--- config.mk ---
export PLATFORM = sky130hd
export DESIGN_NAME = if_fetch_stage
export DESIGN_NICKNAME = d
export VERILOG_FILES = /design/src/rtl/if_pkg.sv /design/src/rtl/if_fetch_fifo.sv /design/src/rtl/if_fetch_stage.sv
export SDC_FILE = /design/constraint.sdc
export NUM_CORES = 1
export LEC_CHECK = 0
export ABC_AREA = 1
export BUFFER_PORTS_ARGS = -buffer_cell sky130_fd_sc_hd__buf_2
export CORE_MARGIN = 4
export CORE_UTILIZATION = 45
export CTS_CLUSTER_SIZE = 8
export DETAILED_ROUTE_END_ITERATION = 16
export MAX_ROUTING_LAYER = met4
export PLACE_DENSITY = 0.65
export SYNTH_ARGS = -nofsm -noshare
export SYNTH_HDL_FRONTEND = slang
export SYNTH_SLANG_ARGS = --single-unit
--- constraint.sdc ---
create_clock -name clk -period 5.4 [get_ports clk]
set_clock_uncertainty 0.1 [all_clocks]
set_input_delay 0.27 -clock clk [delete_from_list [all_inputs] [get_ports clk]]
set_output_delay 0.27 -clock clk [all_outputs]
set_load 0.02 [all_outputs]
--- src/rtl/if_pkg.sv ---
// Shared types and constants for the instruction-fetch stage.
// The top's optional redirect bypass is controlled by IF_BRANCH_BYPASS_EN.
package if_pkg;

   localparam int WORD_W = 32;
   localparam logic [WORD_W-1:0] BUBBLE_INSTR_DEF = 32'hF000_0000;

   typedef struct packed {
      logic [WORD_W-1:0] pc;
      logic [WORD_W-1:0] instr;
   } if_entry_t;

   typedef enum logic {
      RUN   = 1'b0,
      DRAIN = 1'b1
   } if_state_t;

   function automatic logic [WORD_W-1:0] next_word(input logic [WORD_W-1:0] addr);
      return addr + 32'd4;
   endfunction

endpackage

--- src/rtl/if_fetch_fifo.sv ---
// Prefetch FIFO of {pc, instruction} entries with push/pop/flush and occupancy count.
// The head entry is read combinationally so a pushed word can be popped the following cycle.
module if_fetch_fifo
   import if_pkg::*;
#(
   parameter int DEPTH = 2
)(
   input  logic                     clk,
   input  logic                     rst,
   input  logic                     push,
   input  logic                     pop,
   input  logic                     flush,
   input  if_entry_t                din,
   output if_entry_t                dout,
   output logic [$clog2(DEPTH):0]   count
);

   localparam int AW = $clog2(DEPTH);
   localparam int CW = AW + 1;

   if_entry_t        mem [DEPTH];
   logic [AW-1:0]    wr_ptr_reg;
   logic [AW-1:0]    rd_ptr_reg;
   logic [CW-1:0]    count_reg;

   always_ff @(posedge clk) begin
      if (push && !flush) begin
         mem[wr_ptr_reg] <= din;
      end
   end

   // Pointers wrap naturally because DEPTH is a power of two.
   always_ff @(posedge clk) begin
      if (rst || flush) begin
         wr_ptr_reg <= '0;
         rd_ptr_reg <= '0;
         count_reg  <= '0;
      end else begin
         if (push) begin
            wr_ptr_reg <= wr_ptr_reg + AW'(1);
         end
         if (pop) begin
            rd_ptr_reg <= rd_ptr_reg + AW'(1);
         end
         count_reg <= count_reg + CW'(push) - CW'(pop);
      end
   end

   assign dout  = mem[rd_ptr_reg];
   assign count = count_reg;

   push_when_full: assert property (@(posedge clk) disable iff (rst)
      !(push && !pop && !flush && count_reg == CW'(DEPTH)));

   pop_when_empty: assert property (@(posedge clk) disable iff (rst)
      !(pop && !flush && count_reg == '0));

endmodule

--- src/rtl/if_fetch_stage.sv ---
// Instruction-fetch stage: credit-limited in-order fetch, prefetch FIFO, freeze and branch redirect.
// Define IF_BRANCH_BYPASS_EN to issue the branch target in the redirect cycle itself.
module if_fetch_stage
   import if_pkg::*;
#(
   parameter int                DEPTH        = 2,
   parameter logic [WORD_W-1:0] RESET_PC     = 32'h0000_0000,
   parameter logic [WORD_W-1:0] BUBBLE_INSTR = BUBBLE_INSTR_DEF
)(
   input  logic              clk,
   input  logic              rst,
   input  logic              freeze,
   input  logic              branch_taken,
   input  logic [WORD_W-1:0] branch_addr,
   output logic              imem_req,
   output logic [WORD_W-1:0] imem_addr,
   input  logic              imem_ready,
   input  logic              imem_rvalid,
   input  logic [WORD_W-1:0] imem_rdata,
   output logic [WORD_W-1:0] pc,
   output logic [WORD_W-1:0] instruction,
   output logic              valid
);

   localparam int CW = $clog2(DEPTH) + 1;
   localparam int OW = CW + 1;

   logic [WORD_W-1:0] fetch_pc_reg;
   logic [WORD_W-1:0] fetch_pc_next;
   logic [WORD_W-1:0] resp_pc_reg;
   logic [WORD_W-1:0] resp_pc_next;
   logic [CW-1:0]     in_flight_reg;
   logic [CW-1:0]     in_flight_next;
   logic [CW-1:0]     discard_reg;
   logic [CW-1:0]     discard_next;
   logic [CW-1:0]     discard_on_branch;
   if_state_t         state_reg;
   if_state_t         state_next;

   logic              valid_reg;
   logic [WORD_W-1:0] pc_reg;
   logic [WORD_W-1:0] instr_reg;

   logic [CW-1:0]     fifo_count;
   if_entry_t         fifo_head;
   if_entry_t         fifo_din;
   logic              accept;
   logic              pop;
   logic              push;
   logic              drop;
   logic              credit_ok;
   logic [OW-1:0]     occupancy;

   assign pop = (!valid_reg || !freeze) && (fifo_count != '0);

   // The entry popped this cycle frees its slot immediately; without this a 1-cycle
   // memory could only sustain one instruction every other cycle at DEPTH=2.
   assign occupancy = OW'(fifo_count) + OW'(in_flight_reg) - OW'(pop);
   assign credit_ok = occupancy < OW'(DEPTH);

`ifdef IF_BRANCH_BYPASS_EN
   assign imem_req  = !rst && credit_ok;
   assign imem_addr = branch_taken ? branch_addr : fetch_pc_reg;
`else
   assign imem_req  = !rst && credit_ok && !branch_taken;
   assign imem_addr = fetch_pc_reg;
`endif

   assign accept = imem_req && imem_ready;

   always_comb begin
      in_flight_next = in_flight_reg + CW'(accept) - CW'(imem_rvalid);
`ifdef IF_BRANCH_BYPASS_EN
      // The target request accepted in the branch cycle belongs to the new path.
      discard_on_branch = in_flight_next - CW'(accept);
      fetch_pc_next     = accept ? next_word(imem_addr) : imem_addr;
`else
      discard_on_branch = in_flight_next;
      fetch_pc_next     = accept ? next_word(fetch_pc_reg) : fetch_pc_reg;
      if (branch_taken) begin
         fetch_pc_next = branch_addr;
      end
`endif
      discard_next = discard_reg;
      if (branch_taken) begin
         discard_next = discard_on_branch;
      end else if (drop) begin
         discard_next = discard_reg - CW'(1);
      end
      // resp_pc tracks the fetch address of the next response that will be kept.
      resp_pc_next = resp_pc_reg;
      if (branch_taken) begin
         resp_pc_next = branch_addr;
      end else if (push) begin
         resp_pc_next = next_word(resp_pc_reg);
      end
   end

   always_ff @(posedge clk) begin
      if (rst) begin
         state_reg <= RUN;
      end else begin
         state_reg <= state_next;
      end
   end

   always_comb begin
      state_next = state_reg;
      case (state_reg)
         RUN: begin
            if (branch_taken && discard_on_branch != '0) begin
               state_next = DRAIN;
            end
         end
         DRAIN: begin
            if (branch_taken) begin
               state_next = (discard_on_branch != '0) ? DRAIN : RUN;
            end else if (drop && discard_reg == CW'(1)) begin
               state_next = RUN;
            end
         end
         default: state_next = RUN;
      endcase
   end

   always_comb begin
      push = 1'b0;
      drop = 1'b0;
      case (state_reg)
         RUN:     push = imem_rvalid && !branch_taken;
         DRAIN:   drop = imem_rvalid;
         default: ;
      endcase
   end

   always_ff @(posedge clk) begin
      if (rst) begin
         fetch_pc_reg  <= RESET_PC;
         resp_pc_reg   <= RESET_PC;
         in_flight_reg <= '0;
         discard_reg   <= '0;
      end else begin
         fetch_pc_reg  <= fetch_pc_next;
         resp_pc_reg   <= resp_pc_next;
         in_flight_reg <= in_flight_next;
         discard_reg   <= discard_next;
      end
   end

   assign fifo_din = '{pc: next_word(resp_pc_reg), instr: imem_rdata};

   if_fetch_fifo #(
      .DEPTH (DEPTH)
   ) u_fifo (
      .clk   (clk),
      .rst   (rst),
      .push  (push),
      .pop   (pop),
      .flush (branch_taken),
      .din   (fifo_din),
      .dout  (fifo_head),
      .count (fifo_count)
   );

   // Redirect beats freeze; an empty FIFO without freeze turns the outputs into a bubble.
   always_ff @(posedge clk) begin
      if (rst) begin
         valid_reg <= 1'b0;
         pc_reg    <= '0;
         instr_reg <= BUBBLE_INSTR;
      end else if (branch_taken) begin
         valid_reg <= 1'b0;
         instr_reg <= BUBBLE_INSTR;
      end else if (pop) begin
         valid_reg <= 1'b1;
         pc_reg    <= fifo_head.pc;
         instr_reg <= fifo_head.instr;
      end else if (!freeze) begin
         valid_reg <= 1'b0;
         instr_reg <= BUBBLE_INSTR;
      end
   end

   assign valid       = valid_reg;
   assign pc          = pc_reg;
   assign instruction = instr_reg;

endmodule

### After elaboration in Yosys (flattened, before gate mapping)

Memory sizes are Yosys's and may differ from the RTL's. A register that Yosys moved wholly into a read port is not among the register bits.
Index checks and enable logic that the tools add are counted.

| cells by class | value |
|---|---|
| add/subtract/negate cells | 11 |
| order comparisons | 1 |
| equal/unequal tests | 2 |
| mux-type cells | 21 |
| bitwise logic cells | 2 |
| reductions and logical operators | 21 |

Operators with widths:

| cell | number |
|---|---|
| $mux 32 | 6 |
| $add 32x3->32 const B | 2 |
| $mux 1 | 12 |
| $reduce_bool 2->1 | 5 |
| $logic_and 1x1->1 | 8 |
| $add 2x1->2 | 2 |
| $logic_not 1->1 | 4 |
| $mux 2 | 2 |
| $sub 2x1->2 | 2 |
| $add 2x2->3 | 1 |
| $lt 3x2->1 const B | 1 |
| $sub 3x1->3 | 1 |
| $add 1x1->1 const B | 2 |
| $eq 2x1->1 const B | 1 |
| $logic_or 1x1->1 | 2 |
| $ne 2x1->1 const B | 1 |
| $not 1->1 | 2 |
| $pmux 1 s2 | 1 |
| $reduce_and 2->1 | 1 |
| $reduce_or 2->1 | 1 |
| $sub 2x1->2 const B | 1 |

| word-level totals | value |
|---|---|
| register bits after elaboration | 138 |
| RAM bits | 128 |
| input bits | 70 |
| output and inout bits | 98 |
| memories kept | 1 |

Memory list:

| name | words | bits a word | read ports | clocked after Yosys merged registers in | wr ports | RTL line | RTL |
|---|---|---|---|---|---|---|---|
| u_fifo.mem | 2 | 64 | 1 | 1 | 1 | if_fetch_fifo.sv:21 | `if_entry_t mem [DEPTH];` |

### Depth between registers and ports, before layout

Gate-level depths: netlist of the first run.

| logic depth | value |
|---|---|
| word-level depth | 14 |
| depth in mapped cells | 20 |

### Modules after synthesis

From an unflattened synthesis of the first run, not the netlist that was laid out.

| unflattened totals | value |
|---|---|
| cells, all modules | 1,286 |
| area total of the unflattened synthesis | 12,087.8 µm² |

By module, submodules not included:

| module | instances | cells each | area an instance (µm²) |
|---|---|---|---|
| if_fetch_stage | 1 | 1,058 | 6,940.4 |
| if_fetch_fifo | 1 | 228 | 5,147.4 |

### Worst setup path before layout of the first run

No wires, ideal clock.

| timing path | value |
|---|---|
| path kind | reg-to-reg |
| start point | register state_reg |
| end point | memory u_fifo.mem[0][0] in the netlist's numbering (enable) |
| setup time | 487 ps |
| data arrival time | 3,308 ps |
| required time | 4,813 ps |
| setup slack | 1,506 ps |
| cell stages (with the launch flop) | 6 |
| cells stage by stage | dfxtp_1 inv_1 nand2_1 inv_1 nand2_1 nor2_1 |

| on the way | value |
|---|---|
| word-level cells in the longest chain between the ends | 4 |

Ends and longest elaborated chain:

| what | RTL line | RTL |
|---|---|---|
| start: declaration | if_fetch_stage.sv:37 | `if_state_t state_reg;` |
| start signal: assignment | if_fetch_stage.sv:103 | `state_reg <= state_next;` |
| $mux 1 | if_fetch_stage.sv:129 | `case (state_reg)` |
| $logic_and 1x1->1 | if_fetch_fifo.sv:27 | `if (push && !flush) begin` |
| $mux 1 | if_fetch_fifo.sv:27 |  |
| $mux 1 (not written as such) | if_fetch_fifo.sv:28 | `mem[wr_ptr_reg] <= din;` |
| end: declaration | if_fetch_fifo.sv:21 |  |

Every way passes these cells.

### Worst setup path after layout of the first run

| timing path | value |
|---|---|
| start point | input freeze |
| end point | register state_reg |

| on the way | value |
|---|---|
| word-level cells in the longest chain between the ends | 14 |
| elaborated cells between the ends (all ways) | 16 |

Ends and longest elaborated chain:

| what | RTL line | RTL |
|---|---|---|
| start: declaration | if_fetch_stage.sv:12 | `input logic freeze,` |
| $logic_not 1->1 (*) | -- |  |
| $logic_or 1x1->1 (*) | if_fetch_stage.sv:54 | `assign pop = (!valid_reg \|\| !freeze) && (fifo_count != '0);` |
| $logic_and 1x1->1 (*) | if_fetch_stage.sv:54 |  |
| $sub 3x1->3 (*) | if_fetch_stage.sv:58 | `assign occupancy = OW'(fifo_count) + OW'(in_flight_reg) - OW'(pop);` |
| $lt 3x2->1 (*) | if_fetch_stage.sv:59 | `assign credit_ok = occupancy < OW'(DEPTH);` |
| $logic_and 1x1->1 (*) (2 in a row) | if_fetch_stage.sv:65 | `assign imem_req = !rst && credit_ok && !branch_taken;` |
| $logic_and 1x1->1 (*) | if_fetch_stage.sv:69 | `assign accept = imem_req && imem_ready;` |
| $add 2x1->2 (*) | if_fetch_stage.sv:72 | `in_flight_next = in_flight_reg + CW'(accept) - CW'(imem_rvalid);` |
| $sub 2x1->2 (*) | if_fetch_stage.sv:72 |  |
| $reduce_bool 2->1 (*) | if_fetch_stage.sv:111, if_fetch_stage.sv:117 |  |
| $mux 1 or $logic_and 1x1->1 (tied branches) | if_fetch_stage.sv:117, if_fetch_stage.sv:111 |  |
| $mux 1 (on tied branches) | if_fetch_stage.sv:116, if_fetch_stage.sv:111 |  |
| $pmux 1 s2 (*) | if_fetch_stage.sv:109 | `case (state_reg)` |

Mark *: on every way between the ends. The rest lies on a longest branch, timed or not.
A chain may end at the register's enable or synchronous reset.

==> results.md, run 1 <==
- Crit-path max cell delay: 0.54 ns
- Leading register cell type out of synthesis: dfxtp_1
- Worst EP arrival: about 4.3 ns
- Largest net degree at the start of global routing: 74
- Hold Crit Depth: 5
- Bufs on Longest Clock Path: 3
- Synth cell count leaders: nand2_1 (456), a21oi_1 (143), dfxtp_1 (139)
- FF-to-FF End: state_reg
- WP buf/inv: 6
- Syn Std Cell Area: 0.01149 mm²
- Post-synth top area cell: edfxtp_1
- TritonCTS clock tree: built
- Reg2reg setup slack: 1.47 ns
- CP max stage cell: dlygate4sd3_1
- Fin cells: 1931
- Iter 0 DRT Violations: approximately 580
- Kind of cell adding the most delay to the critical path: adder cells
- Fmax: 247.8 MHz
- Synth warnings: 0
- RSZ-0062 raised after global routing: false
- Max-cap violations: 0
- Leak: 5.991 nW
- Area occupied by multi-input gates: 0.004243 mm²
- Post-synthesis cell type count: 37
- Peak supply drop: 244.7 µV
- Initial antenna violation count: 0
- Crit path kind: input port to flop
- Syn Area/Cell: around 8.5 µm²
- Via/cell ratio: 5.059
- Gr usage total: 21.82%
- # Post-CTS Setup Buffers: 0
- Final Critical Period: between 4 and 5 ns
- Post-placement cell count: 1814
- Cts bufs inserted: 39
- Die height: between 150 and 200 µm
- Core area: roughly 0.025 mm²
- Sum of negative setup slack: 0 ns
- Asr flop ratio synth: 0%
- Post-synth EDFFs: 128
- Skew-Pair Late Insertion Delay: 0.51 ns
- Post-synthesis register bit count: 267
- Post-synth top area share: 33.45%
- Largest cells by area after synthesis: edfxtp_1 (33%), dfxtp_1 (24%), nand2_1 (15%), a21oi_1 (6.2%), nor2_1 (4.2%)
- Hold worst-path end: imem_addr[10]
- Rows: 58
- Root Buffer: clkbuf_16
- Reg-to-reg startpoint: u_fifo.count[1]
- Die Footprint: 0.02816 mm²
- Max Slew Vio Count: 0
- Pre-antenna DRT Iters: 5
- CP max FO: 37
- Final count of negative-setup-slack endpoints: 0
- Overflow left after global routing: 0
- Final nets: roughly 1.7k
- Reg with most FFs: u_fifo.mem
- DIE WIDTH: 167.8 µm
- Flop pwr share: between 40% and 50%
- Hold Crit Start: branch_addr[10]
- PortBufs: 167
- Clk slew on worst S/H paths: 0.05 ns
- Net count after synthesis: 1439
- DR vias: approximately 9.8k
- Startpoint types: input port
- Post-Route WL: 30110 µm
- Critical Path RT: 5.70 ns
- Status: complete, no violations
- FF/Latch Area: 0.006628 mm²
- Post-DRT Antenna Nets: 0
- Comb power frac: between 10% and 20%
- Period utilisation layout: 74.74%
- R2R depth: 16
- Hold Vio Cnt, Final: 0
- Ant diodes: 0
- Synthesized instance count: between 1k and 1.5k
- Cell area power density: 365.4 mW/mm²
- Relative slew slack: about two fifths
- Vias in the first global route: 9509
- Top Ports: 168
- Max FFs per register: 128
- CTS H-tree lvls: 2
- Most frequent cell after synthesis: nand2_1
- Remaining routing DRC violations: 0
- Post-DP HPWL: 19820 µm
- Routed WL per cell: 15.59 µm
- Initial Util: 45.64%
- Share of layout cells above drive strength 1: 15.43%
- CP Capture Type: flop
- Worst-path cell chain: dlygate4sd3_1 > buf_2 > nand2_1 > o21ai_0 > inv_2 > ha_1 > inv_1 > nand2_1 > fa_1 > inv_1 > nor2_2 > nand3_2 > ha_1 > inv_1 > ha_1 > xor2_1 > xor2_1 > o21ai_0 > nand2_1
- Sequential share of the synthesized area: between 50% and 60%
- Clock Power Share: 43.9%
- Switching Power: 1.328 mW
- Synth-to-Final Area Change: 23.95%
- Internal: 3.877 mW
- Worst slew pin tran: 0.8742 ns
- Fillers: 2265
- Hold Path Class: input port to flop
- GP Congestion: 0.9282
- First-pass GRT wire length: 49130 µm
- Clock sinks: 267
- Net Sw Frac: 25.51%
- Worst hold slack: 0.03290 ns
-- layer usage --
layer,up-vias,track usage (%),part of all wire [%]
met5,-,-,0
met4,0,6.175,2.2
met3,55,3.522,5.5
met2,319,33.94,45
met1,4514,29.88,47
li1,4880,-,-
-- layout make-up --
| type | instances | area share (%) |
|---|---|---|
| sequential | 267 | 46.53 |
| multi-input combinational | 931 | 29.78 |
| inverter | 111 | 2.925 |
| tap | 330 | 2.899 |
| clock inverter | 1 | 0.1405 |
| timing repair buffer | 223 | 9.662 |
| clock buffer | 68 | 8.063 |
-- how the worst max path moves through the flow --
stage	start	to	slack, ns	depth (start not counted)
finish	freeze	state_reg	1.36	19
detailed placement	freeze	state_reg	1.39	18
global route	freeze	state_reg	0.98	19
floorplan	state_reg	u_fifo.mem[0][0]	1.51	5
global placement	freeze	state_reg	1.43	18
CTS	freeze	state_reg	1.35	19
-- per-stage QoR --
step / utilization (%) / instance area (µm²) / total power, mW / worst slack [ns]
floorplan: - / 11490 / 2.737 / 1.506
global placement: 50.02 / 12600 / 2.918 / 1.429
detailed placement: 50.02 / 12600 / 2.930 / 1.390
CTS: 56.57 / 14240 / 5.251 / 1.350
global route: 56.57 / 14240 / 5.435 / 0.9824
finish: 56.57 / 14240 / 5.205 / 1.364
-- cell usage in the layout, fill, tap and decap left out, types with 9 or more instances in the layout --
cell type,n
nand2_1,456
buf_2,167
a21oi_1,143
dfxtp_1,138
edfxtp_1,128
nor2_1,127
inv_1,103
nand3_1,53
dlygate4sd3_1,48
o21ai_0,46
clkbuf_16,42
clkbuf_1,26
xor2_1,19
nand4_1,10
a31oi_1,9
-- power groups by stage --
stage | clock (mW) | combinational (mW) | sequential [mW]
final | 2.28 | 0.599 | 2.32
after global routing | 2.42 | 0.679 | 2.33
after CTS | 2.33 | 0.602 | 2.32
after detailed placement | 0 | 0.570 | 2.36
after global placement | 0 | 0.561 | 2.36
after floorplan | 0 | 0.344 | 2.39
-- logic make-up after synthesis --
logic type	count (synthesis)	synth area share, %
flops	267	57.66
fa+ha+maj	9	1.045
compound gates	215	9.711
buf+inv	162	5.553
simple gates	681	24.05
xor+xnor	26	1.982
-- repair_timing --
item,4_1_cts,5_1_grt
hold buffers,48,0
gates resized for setup,0,0
hold endpoints to repair,85,0
-- worst register-to-register path, stage by stage, from the launching register on --
cell	delay, ns
dfxtp_1	0.38
o21ai_0	0.16
inv_2	0.54
ha_1	0.36
inv_1	0.08
nand2_1	0.06
fa_1	0.48
inv_1	0.05
nor2_2	0.15
nand3_2	0.34
ha_1	0.42
inv_1	0.04
ha_1	0.18
xor2_1	0.15
xor2_1	0.15
o21ai_0	0.15
nand2_1	0.06
(Power assumes the default switching activity.)
==> run 2, diff against run 1 <==
- PLACE_DENSITY: 0.65 -> 0.68
- clock period: 5.4 -> 3.3 ns (I/O delays scaled with it)
==> results.md, run 2 (synthesis gave the netlist of run 1 again) <==
- Status: complete, no violations
- WP buf/inv: 5
- Leak: 6.095 nW
- Fmax: 337.5 MHz
- Max-cap violations: 0
- Remaining routing DRC violations: 0
- CP Capture Type: flop
- Initial Util: a little under half
- Top Ports: 168
- TritonCTS clock tree: built
- Ant diodes: 0
- Setup ws final: 0.3372 ns
- Initial antenna violation count: 0
- Fin area: 0.01449 mm²
- Vias in the first global route: 9721
- CP max stage cell: fa_1
- Worst EP arrival: approximately 3.3 ns
- RSZ-0062 raised after global routing: false
- Share of layout cells above drive strength 1: 15.87%
- Worst hold slack: 0.04538 ns
- CP max FO: 3
- Total power: 8.459 mW
- Hold Path Class: input port to flop
- PortBufs: 167
- Fin cells: 1956
- Final count of negative-setup-slack endpoints: 0
- Clock sinks: 267
- Relative slew slack: between 40% and 50%
- Worst slew pin tran: 0.8583 ns
- Max FFs per register: 128
- Routed WL per cell: 15.60 µm
- Pre-CTS setup slack: 0.3405 ns
- Peak supply drop: 364.2 µV
- Post-Route WL: 30520 µm
- Final nets: 1678
- Iter 0 DRT Violations: 651
- Final core utilization: 57.53%
- CTS H-tree lvls: 2
- Crit path kind: flop to flop
- Fillers: 2190
- Clk slew on worst S/H paths: 0.05 ns
- Period utilisation layout: 89.78%
- Final Critical Period: 2.963 ns
- Rows: 58
- Die height: roughly 170 µm
- Sum of negative setup slack: 0 ns
- Cts bufs inserted: 39
- Largest net degree at the start of global routing: 74
- Bufs on Longest Clock Path: 3
- Pre-antenna DRT Iters: 5
- Dpl cell area: 0.01269 mm²
- Reg with most FFs: u_fifo.mem
- Post-DP HPWL: 20260 µm
- Post-placement cell count: around 1.8k
- Crit-path max cell delay: around 0.48 ns
- Via/cell ratio: 5.024
- DIE WIDTH: between 150 and 200 µm
- Critical Path RT: 3.63 ns
- Post-DRT Antenna Nets: 0
- Root Buffer: clkbuf_16
- Worst-path cell chain: o21ai_2 > inv_2 > ha_1 > inv_1 > nand2_1 > fa_1 > inv_1 > nor2_2 > nand3_2 > ha_1 > inv_1 > ha_1 > xor2_1 > xor2_1 > inv_1 > o22ai_1
- Core area: 0.02518 mm²
- Hold Vio Cnt, Final: 0
- Startpoint types: flop
- Overflow left after global routing: 0
- Max Slew Vio Count: 0
- Cell area power density: 583.9 mW/mm²
- Critical path's most frequent cell: inv_1
- DR vias: a little under 10k
- Die Footprint: 0.02816 mm²
- Kind of cell adding the most delay to the critical path: adder cells
- Leading cell type in the layout, fill and taps excluded: nand2_1
- GP Congestion: 0.9448
- Most frequent cells in the layout: nand2_1 (456), buf_2 (167), a21oi_1 (143), dfxtp_1 (137), edfxtp_1 (128)
- Synth-to-Final Area Change: 26.05%
- First-pass GRT wire length: approximately 50000 µm
- Gr usage total: 21.98%
- Skew-Pair Late Insertion Delay: 0.51 ns
-- run 2: changes by cell type in the layout (fill, tap and decap cells not counted), sizes merged --
cell	change
dlygate4sd3	+18
clkinv	+3
buf	+8
clkbuf	-4
-- run 2: per-layer routing --
layer | global-route usage, % | share of wire [%] | routed length [µm] | up-vias
met2 | 35.45 | 46 | 14090 | 345
met4 | 6.387 | 2.4 | 742 | 0
met5 | - | 0 | 0 | -
met1 | 28.92 | 45 | 13780 | 4512
li1 | - | - | - | 4909
met3 | 3.569 | 6.3 | 1912 | 61
-- run 2: repair_timing --
item,4_1_cts,5_1_grt
hold buffers,66,0
resized for setup,0,0
buffers inserted,0,0
endpoints found under the hold margin,121,0
-- run 2: final timing paths --
check	from	end	slack, ns	depth (start not counted)
max reg2reg	u_fifo.count[1]	discard_reg[1]	0.34	16
min	branch_addr[14]	resp_pc_reg[14]	0.05	5
min reg2reg	u_fifo.rd_ptr_reg	flop	0.35	1
max	u_fifo.count[1]	discard_reg[1]	0.34	16
-- run 2: layout make-up --
type / instances / area [µm²] / area share [%]
multi-input cells: 931 / 4247 / 29.31
inverters: 111 / 416.7 / 2.876
well taps: 330 / 412.9 / 2.850
flip-flops and latches: 267 / 6629 / 45.76
repair buffers: 249 / 1642 / 11.33
clock inverters: 4 / 60.06 / 0.4146
clock buffers: 64 / 1080 / 7.454
-- run 2: where the power goes --
group,total (mW),internal [mW],switching (mW)
logic,1.02,0.352,0.665
clock network,3.64,2.23,1.41
registers,3.80,3.67,0.128
total,8.46,6.26,2.20
-- run 2: worst min-delay path: stages --
cell      delay (ns)
buf_2           0.09
or2_2           0.11
o211ai_1        0.07
o21bai_1        0.15
inv_1           0.04
